File: src/rtl/branch_predictor_if.sv
// Fetch/execute-side bundle for the gshare branch predictor: prediction
// request/response, training report and statistics.
interface branch_predictor_if #(
  parameter int PC_W   = 12,
  parameter int HIST_W = 6
);
  logic              ready;
  logic              pred_req;
  logic [PC_W-1:0]   pred_pc;
  logic              pred_valid;
  logic              pred_taken;
  logic [HIST_W-1:0] pred_history;
  logic              train_valid;
  logic [PC_W-1:0]   train_pc;
  logic [HIST_W-1:0] train_history;
  logic              train_taken;
  logic              train_mispredicted;
  logic [15:0]       stat_branches;
  logic [15:0]       stat_mispredicts;

  modport master (
    input  ready, pred_valid, pred_taken, pred_history,
           stat_branches, stat_mispredicts,
    output pred_req, pred_pc, train_valid, train_pc, train_history,
           train_taken, train_mispredicted
  );

  modport slave (
    output ready, pred_valid, pred_taken, pred_history,
           stat_branches, stat_mispredicts,
    input  pred_req, pred_pc, train_valid, train_pc, train_history,
           train_taken, train_mispredicted
  );
endinterface

File: src/rtl/branch_predictor.sv
// Gshare direction predictor: PC xor global history indexes a table of 2-bit
// counters, swept to weakly-not-taken after every reset before use.
module branch_predictor #(
  parameter int PC_W   = 12,
  parameter int HIST_W = 6
) (
  input logic                CLK,
  input logic                RES,
  branch_predictor_if.slave  bus
);
  localparam int ENTRIES = 1 << HIST_W;
  localparam logic [0:0] ST_INIT = 1'b0;
  localparam logic [0:0] ST_RUN  = 1'b1;
  localparam logic [15:0] STAT_MAX = 16'hFFFF;

  logic [0:0]        state;
  logic [HIST_W-1:0] init_idx;
  logic [HIST_W-1:0] ghr;
  logic [1:0]        pht [ENTRIES];

  logic [HIST_W-1:0] pred_idx;
  logic [HIST_W-1:0] train_idx;
  logic              run;
  logic              pred_fire;
  logic              train_fire;
  logic              pred_dir;
  logic [1:0]        train_ctr;
  logic [1:0]        train_next;

  logic              pred_valid_q;
  logic              pred_taken_q;
  logic [HIST_W-1:0] pred_history_q;
  logic [15:0]       branches_q;
  logic [15:0]       mispredicts_q;

  // Only the low PC bits take part in the index.
  logic unused_pc_bits;
  assign unused_pc_bits = ^{bus.pred_pc[PC_W-1:HIST_W], bus.train_pc[PC_W-1:HIST_W]};

  assign run        = (state == ST_RUN);
  assign pred_fire  = run && bus.pred_req;
  assign train_fire = run && bus.train_valid;
  assign pred_idx   = bus.pred_pc[HIST_W-1:0] ^ ghr;
  assign train_idx  = bus.train_pc[HIST_W-1:0] ^ bus.train_history;
  assign pred_dir   = pht[pred_idx][1];
  assign train_ctr  = pht[train_idx];

  always_comb begin
    train_next = train_ctr;
    if (bus.train_taken) begin
      if (train_ctr != 2'b11) train_next = train_ctr + 2'b01;
    end else begin
      if (train_ctr != 2'b00) train_next = train_ctr - 2'b01;
    end
  end

  always_ff @(posedge CLK) begin
    if (RES) begin
      state    <= ST_INIT;
      init_idx <= '0;
    end else if (state == ST_INIT) begin
      init_idx <= init_idx + HIST_W'(1);
      if (init_idx == HIST_W'(ENTRIES - 1)) state <= ST_RUN;
    end
  end

  // NOTE: the counter table has no reset branch; the INIT sweep is what gives
  // it defined contents, and leaving it out keeps the array mappable to RAM.
  always_ff @(posedge CLK) begin
    if (!RES) begin
      if (state == ST_INIT)  pht[init_idx]  <= 2'b01;
      else if (train_fire)   pht[train_idx] <= train_next;
    end
  end

  always_ff @(posedge CLK) begin
    if (RES) begin
      ghr            <= '0;
      pred_valid_q   <= 1'b0;
      pred_taken_q   <= 1'b0;
      pred_history_q <= '0;
      branches_q     <= '0;
      mispredicts_q  <= '0;
    end else begin
      pred_valid_q   <= pred_fire;
      pred_taken_q   <= pred_fire && pred_dir;
      pred_history_q <= pred_fire ? ghr : '0;

      // A resolved mispredict wins over the speculative shift of the same cycle.
      if (train_fire && bus.train_mispredicted)
        ghr <= {bus.train_history[HIST_W-2:0], bus.train_taken};
      else if (pred_fire)
        ghr <= {ghr[HIST_W-2:0], pred_dir};

      if (train_fire) begin
        if (branches_q != STAT_MAX) branches_q <= branches_q + 16'd1;
        if (bus.train_mispredicted && mispredicts_q != STAT_MAX)
          mispredicts_q <= mispredicts_q + 16'd1;
      end
    end
  end

  assign bus.ready            = run;
  assign bus.pred_valid       = pred_valid_q;
  assign bus.pred_taken       = pred_taken_q;
  assign bus.pred_history     = pred_history_q;
  assign bus.stat_branches    = branches_q;
  assign bus.stat_mispredicts = mispredicts_q;
endmodule

File: src/flat_wrapper.sv
// flat-port wrapper written by rule: the top's interface ports become plain ports
module branch_predictor_flat 
#(
  parameter int PC_W   = 12,
  parameter int HIST_W = 6
)
  (CLK, RES, bus_ready, bus_pred_valid, bus_pred_taken, bus_pred_history, bus_stat_branches, bus_stat_mispredicts, bus_pred_req, bus_pred_pc, bus_train_valid, bus_train_pc, bus_train_history, bus_train_taken, bus_train_mispredicted);
  branch_predictor_if #(.PC_W(PC_W), .HIST_W(HIST_W)) bus_i ();
  input logic CLK;
  input logic RES;
  output wire logic [$bits(bus_i.ready)-1:0] bus_ready;
  output wire logic [$bits(bus_i.pred_valid)-1:0] bus_pred_valid;
  output wire logic [$bits(bus_i.pred_taken)-1:0] bus_pred_taken;
  output wire logic [$bits(bus_i.pred_history)-1:0] bus_pred_history;
  output wire logic [$bits(bus_i.stat_branches)-1:0] bus_stat_branches;
  output wire logic [$bits(bus_i.stat_mispredicts)-1:0] bus_stat_mispredicts;
  input wire logic [$bits(bus_i.pred_req)-1:0] bus_pred_req;
  input wire logic [$bits(bus_i.pred_pc)-1:0] bus_pred_pc;
  input wire logic [$bits(bus_i.train_valid)-1:0] bus_train_valid;
  input wire logic [$bits(bus_i.train_pc)-1:0] bus_train_pc;
  input wire logic [$bits(bus_i.train_history)-1:0] bus_train_history;
  input wire logic [$bits(bus_i.train_taken)-1:0] bus_train_taken;
  input wire logic [$bits(bus_i.train_mispredicted)-1:0] bus_train_mispredicted;
  assign bus_ready = bus_i.ready;
  assign bus_pred_valid = bus_i.pred_valid;
  assign bus_pred_taken = bus_i.pred_taken;
  assign bus_pred_history = bus_i.pred_history;
  assign bus_stat_branches = bus_i.stat_branches;
  assign bus_stat_mispredicts = bus_i.stat_mispredicts;
  assign bus_i.pred_req = bus_pred_req;
  assign bus_i.pred_pc = bus_pred_pc;
  assign bus_i.train_valid = bus_train_valid;
  assign bus_i.train_pc = bus_train_pc;
  assign bus_i.train_history = bus_train_history;
  assign bus_i.train_taken = bus_train_taken;
  assign bus_i.train_mispredicted = bus_train_mispredicted;
  branch_predictor #(.PC_W(PC_W), .HIST_W(HIST_W)) u_core (.CLK(CLK), .RES(RES), .bus(bus_i));
endmodule
File: config.mk
export PLATFORM = sky130hd
export DESIGN_NAME = branch_predictor_flat
export DESIGN_NICKNAME = d
export VERILOG_FILES = /design/src/rtl/branch_predictor_if.sv /design/src/rtl/branch_predictor.sv /design/src/flat_wrapper.sv
export SDC_FILE = /design/constraint.sdc
export NUM_CORES = 1
export LEC_CHECK = 0
export CORE_ASPECT_RATIO = 2
export CORE_UTILIZATION = 57
export DETAILED_ROUTE_END_ITERATION = 16
export MAX_ROUTING_LAYER = met4
export PLACE_DENSITY = 0.85
export SKIP_CTS_REPAIR_TIMING = 1
export SYNTH_ARGS = -nofsm -noshare
export SYNTH_HDL_FRONTEND = slang
export SYNTH_SLANG_ARGS = --single-unit
File: constraint.sdc
create_clock -name CLK -period 5.9 [get_ports CLK]
set_input_delay 0.59 -clock CLK [delete_from_list [all_inputs] [get_ports CLK]]
set_output_delay 0.59 -clock CLK [all_outputs]
set_load 0.01 [all_outputs]
==> Word-level counts from Yosys, hierarchy flattened <==
Memory sizes are Yosys's and may differ from the RTL's.
Cells that the tools add are included.
{ "op_classes": {"n_reduce_logical": 11, "n_eq_ne": 4, "n_addsub": 5, "mux": 17, "n_bitwise": 3} }
{ "ops": {"columns": ["operator", "count"], "rows": [
  ["$add A16 B1 Y16 const B", 2],
  ["$ne A16 B16 Y1 const B", 2],
  ["$mux W6", 3],
  ["$xor A6 B6 Y6", 2],
  ["$mux W1", 10],
  ["$mux W2", 4],
  ["$add A6 B1 Y6 const B", 1],
  ["$eq A6 B6 Y1 const B", 1],
  ["$logic_and A1 B1 Y1", 5],
  ["$reduce_and A2 Y1", 2],
  ["$reduce_bool A2 Y1", 2],
  ["$reduce_or A2 Y1", 2],
  ["$add A2 B1 Y2 const B", 1],
  ["$ne A2 B2 Y1 const B", 1],
  ["$sub A2 B1 Y2 const B", 1],
  ["$not A1 Y1", 1]
]} }
{ "totals": {"ramBits": 128, "ff_bits": 53, "n_memories": 1, "wordCells": 49, "in_bits": 36, "out_inout_bits": 41} }
{ "mem_list": {"columns": ["name", "depth", "word_bits", "read_ports", "rd_clocked_by_memory_dff", "write_ports", "line_no", "rtl"], "rows": [
  ["u_core.pht", 64, 2, 2, 0, 1, "branch_predictor.sv:19", "logic [1:0] pht [ENTRIES];"]
]} }

==> Depth between registers and ports, before layout <==
{ "depth": {"word_depth": 7, "depth_mapped": 10, "ltp_nobuf": 9} }

==> Least setup slack after synthesis <==
Ideal clock, no wire load.
{ "synth_path": {"kind": "input port to flip-flop", "start": "input bus_train_history[1]", "end": "memory u_core.pht[0][0] (data pin)", "arrival_ns": 4.155, "stages": 9, "t_required_ns": 5.382, "n_path_buf": 1, "setup_ns": 0.518, "slack_ns": 1.227, "path_cell_list": "xor2_2 -> buf_4 -> mux4_2 -> a22oi_1 -> nand2_1 -> a211oi_1 -> or2_1 -> a21oi_1 -> o21ai_1"} }
{ "synth_between": {"elab_chain_cells": 6, "word_cells_on_any_way": 10, "classes_between": "add/sub: 2; eq/ne: 1; mux: 4; bitwise: 1; reduce/logical: 1; memory: 1"} }
{ "synth_lines": {"columns": ["item", "line_no", "rtl"], "rows": [
  ["from (decl)", "flat_wrapper.sv:21", "input wire logic [$bits(bus_i.train_history)-1:0] bus_train_history;"],
  ["$xor A6 B6 Y6 (*)", "branch_predictor.sv:44", "assign train_idx = bus.train_pc[HIST_W-1:0] ^ bus.train_history;"],
  ["$mem_v2 Z64 W2 (*)", null, null],
  ["$sub A2 B1 Y2, or another cell as far along", "branch_predictor.sv:53", "if (train_ctr != 2'b00) train_next = train_ctr - 2'b01;"],
  ["$mux W2, on equally long branches", "branch_predictor.sv:53, branch_predictor.sv:51", null],
  ["$mux W2 (*)", "branch_predictor.sv:50", "if (bus.train_taken) begin"],
  ["$mux W2 (no line) (*)", null, null],
  ["to (decl)", "branch_predictor.sv:19", null]
]} }
Mark *: on every way between the ends. The rest lies on a longest branch, timed or not.

==> Worst setup path after layout <==
{ "layout_path": {"start": "input bus_train_history[0]", "end": "memory u_core.pht[34][1] (data pin)"} }
Same word-level chain as after synthesis.

==> results.py <==
metrics = {
    "synth": {
        "synth_flop_cell": "edfxtp_1",
        "synth-edff-count": 128,
        "synth_area_per_cell_um2": 13.5,
        "yosysWarnings": 0,
        "ys_seq_area_frac": 0.598,
        "synth_cells": 606,
        "netlist_area_um2": 8210,
        "synth_seq_cells": 181,
        "async_flop_share": 0,
        "syn-num-nets": 645,
        "ys_types": 47,
    },
    "sta": {
        "min_period_ps": 4180,
        "fmax_mhz": 239,
        "fin_crit_sh": 0.709,
        "fin_skew_ps": 11.0,
        "rsz0062_at_grt": "false",
        "hold_viol": 0,
        "maxSlewHeadroom": 0.145,
        "tightest_slew_ps": 1280,
        "finalSetupTns_ps": 0,
        "finalSetupViolCount": 0,
        "finalMaxSlewViolations": 0,
    },
    "worst_setup_path": {
        "crit_type": "in -> reg",
        "cp_data_required_time_ps": 6110,
        "cp_max_fo": 35,
        "startpoint_type": "primary input",
        "cp_top_family": "compound AO/OA/AOI/OAI gates",
        "critical_path.slowest_cell": "a21boi_4",
        "r2r_start": "u_core.bus.ready",
        "r2r_setup_slack_ps": 1860,
        "cp_num_buf_inv": 3,
        "crit_path_max_incr_delay_ps": 620,
        "crit_chain": "clkdlybuf4s50_1 > xnor2_4 > buf_4 > mux4_2 > a22oi_1 > a21oi_1 > a211oi_1 > a21oi_1 > o21ai_1 > a21boi_4 > buf_4",
        "r2r-end": "u_core.pht[47][0]",
        "worstPathArrival_ps": 4400,
        "endpoint_kind": "register",
        "reg2regPathDepth": 8,
    },
    "global_route": {
        "grt_max_degree": 65,
        "first_global_vias": 5918,
        "grt_pass1_wl_mm": 30.6,
        "overflow": 0,
        "grt_usage": 0.295,
        "antenna_found_initial": 0,
    },
    "final_layout": {
        "layout-drive-gt1-share": 0.128,
        "fillers": 894,
        "n_antenna_cell": 0,
        "final_cell_mix": "128 x edfxtp_1, 119 x nor2_1, 63 x clkdlybuf4s50_1",
        "layout_commonest_cell": "edfxtp_1",
        "syn2layout_area_growth_pct": 17.4,
        "layout.nets": 713,
        "multiInputGateArea_um2": 3200,
        "regArea_um2": 4900,
    },
    "drt": {
        "finalWirelength_mm": 20.0,
        "drc": 0,
        "postRouteAntennaNets": 0,
        "drtIter0Drc": 488,
        "wl_per_cell_um": 22.8,
        "via_per_inst": 6.48,
        "vias": 5675,
        "drtPass1Iterations": 5,
    },
    "power_and_ir_drop": {
        "combPwrFrac": 0.068,
        "p_clk_frac": 0.413,
        "p_int_mw": 1.98,
        "switchingPower_mw": 0.624,
        "p_leak_nw": 3.35,
        "power_per_cell_area_nw_per_um2": 270,
        "power_frac_seq": 0.519,
        "p_sw_frac": 0.240,
        "ir_drop_v": 0.000250,
        "p_total_mw": 2.60,
    },
    "place": {
        "dpl.hpwl_mm": 13.8,
        "gp_congestion": 0.890,
        "port_buffers": 64,
    },
    "clock_network": {
        "insertion_delay_ps": 440,
        "clk_pin_slew_ps": 70,
        "clock_path_buffers": 2,
        "cts_max_level": 4,
        "numCtsBuffers": 17,
        "cts.sinks": 181,
        "cts_root_buf": "clkbuf_16",
        "cts_tree": "built",
    },
    "floorplan": {
        "dieArea_um2": 14900,
        "die_y_um": 172,
        "coreArea_um2": 14000,
        "die_w_um": 86.8,
        "fp-row-count": 61,
        "start_util": 0.587,
        "ioPinCount": 77,
    },
    "worst_hold_path": {
        "worstHoldEndpoint": "u_core.bus.stat_branches[9]",
        "hold_start": "u_core.bus.stat_branches[9]",
        "min_path_type": "reg -> reg",
        "worstHoldPathCells": 2,
    },
    "flow_run": {
        "maxCapViolations": 0,
    },
    "run_status": {
        "status": "complete, no violations",
    },
}
-- worst min-delay path: cells and delay by family (launching register included) --
kind	cells	cell delay, ps
AOI/OAI and AO/OA	2	140
DFF	1	330
-- layer usage --
metal	up-vias	GRT usage	share of wire
met1	2754	0.261	0.30
met3	131	0.0710	0.068
met5	-	-	0
li1	2444	-	-
met4	0	0.258	0.087
met2	346	0.506	0.54
-- cell usage after synthesis (4+ instances only) --
cell type,count,area (um2)
a311oi_1,5,43.8
inv_1,9,33.8
or3_1,11,68.8
and3_1,4,25.0
edfxtp_1,128,3840
nand3_1,13,65.1
buf_4,4,30.0
o21ai_1,12,60.1
xnor2_1,14,123
nor2_1,119,447
nor2b_1,4,25.0
mux2i_1,6,60.1
a22oi_1,16,120
nand2_1,42,158
xor2_1,24,210
mux4_2,39,878
nand4_1,10,62.6
a31oi_1,4,25.0
dfxtp_1,53,1060
and2_1,8,50.1
a21oi_1,16,80.1
clkbuf_1,13,48.8
mux4_1,13,342
-- state kept, by name, summed over array words and instances (netlist names) --
name,count
u_core.bus.pred_history,6
u_core.bus.stat_branches,16
u_core.bus.stat_mispredicts,16
u_core.bus.pred_taken,1
u_core.bus.ready,1
u_core.pht,128
u_core.init_idx,6
u_core.ghr,6
u_core.bus.pred_valid,1
-- metrics by stage --
stage / hold slack, ps / std cells / area, um2 / worst slack [ps] / util
2_1_floorplan: 474 / 606 / 8210 / 1230 / -
3_3_place_gp: 491 / 844 / 9070 / 1550 / 0.649
3_5_place_dp: 510 / 844 / 9070 / 1340 / 0.649
4_1_cts: 524 / 876 / 9630 / 1740 / 0.690
5_1_grt: 529 / 876 / 9630 / 1450 / 0.690
6_report: 516 / 876 / 9630 / 1720 / 0.690
-- logic make-up after synthesis --
logic type / count (synthesis) / synth area share
AND/OR/NAND/NOR: 221 / 0.118
flip-flops: 181 / 0.598
AO/OA/AOI/OAI: 69 / 0.0576
multiplexers: 59 / 0.157
XOR/XNOR: 41 / 0.0465
buffers and inverters: 32 / 0.0178
adder cells (fa/ha/maj): 3 / 0.00458
-- worst max-delay path by stage --
| stage | from | to | slack [ps] | cells after the start |
|---|---|---|---|---|
| after detailed placement | bus_train_history[0] | u_core.pht[40][1] | 1340 | 11 |
| final | bus_train_history[0] | u_core.pht[34][1] | 1720 | 11 |
| after global routing | bus_train_history[0] | u_core.pht[45][1] | 1450 | 11 |
| after floorplan | bus_train_history[1] | u_core.pht[0][0] | 1230 | 9 |
| after CTS | bus_train_history[0] | u_core.pht[35][1] | 1740 | 11 |
| after global placement | bus_train_history[0] | u_core.pht[41][1] | 1550 | 11 |
-- power by group through the flow --
| stage | clock network [mW] | logic, mW | registers (mW) |
|---|---|---|---|
| after floorplan | 0 | 0.116 | 1.38 |
| after global placement | 0 | 0.167 | 1.38 |
| after detailed placement | 0 | 0.172 | 1.38 |
| after CTS | 1.08 | 0.175 | 1.35 |
| after global routing | 1.14 | 0.187 | 1.35 |
| final | 1.07 | 0.178 | 1.35 |
-- layout make-up --
type                    count  share of cell area
clock inverters            15              0.0147
flip-flops and latches    181               0.509
well taps                 189              0.0245
repair buffers             71              0.0714
multi-input cells         393               0.332
inverters                  10             0.00390
clock buffers              17              0.0442
Power figures use the tool's default switching activity.
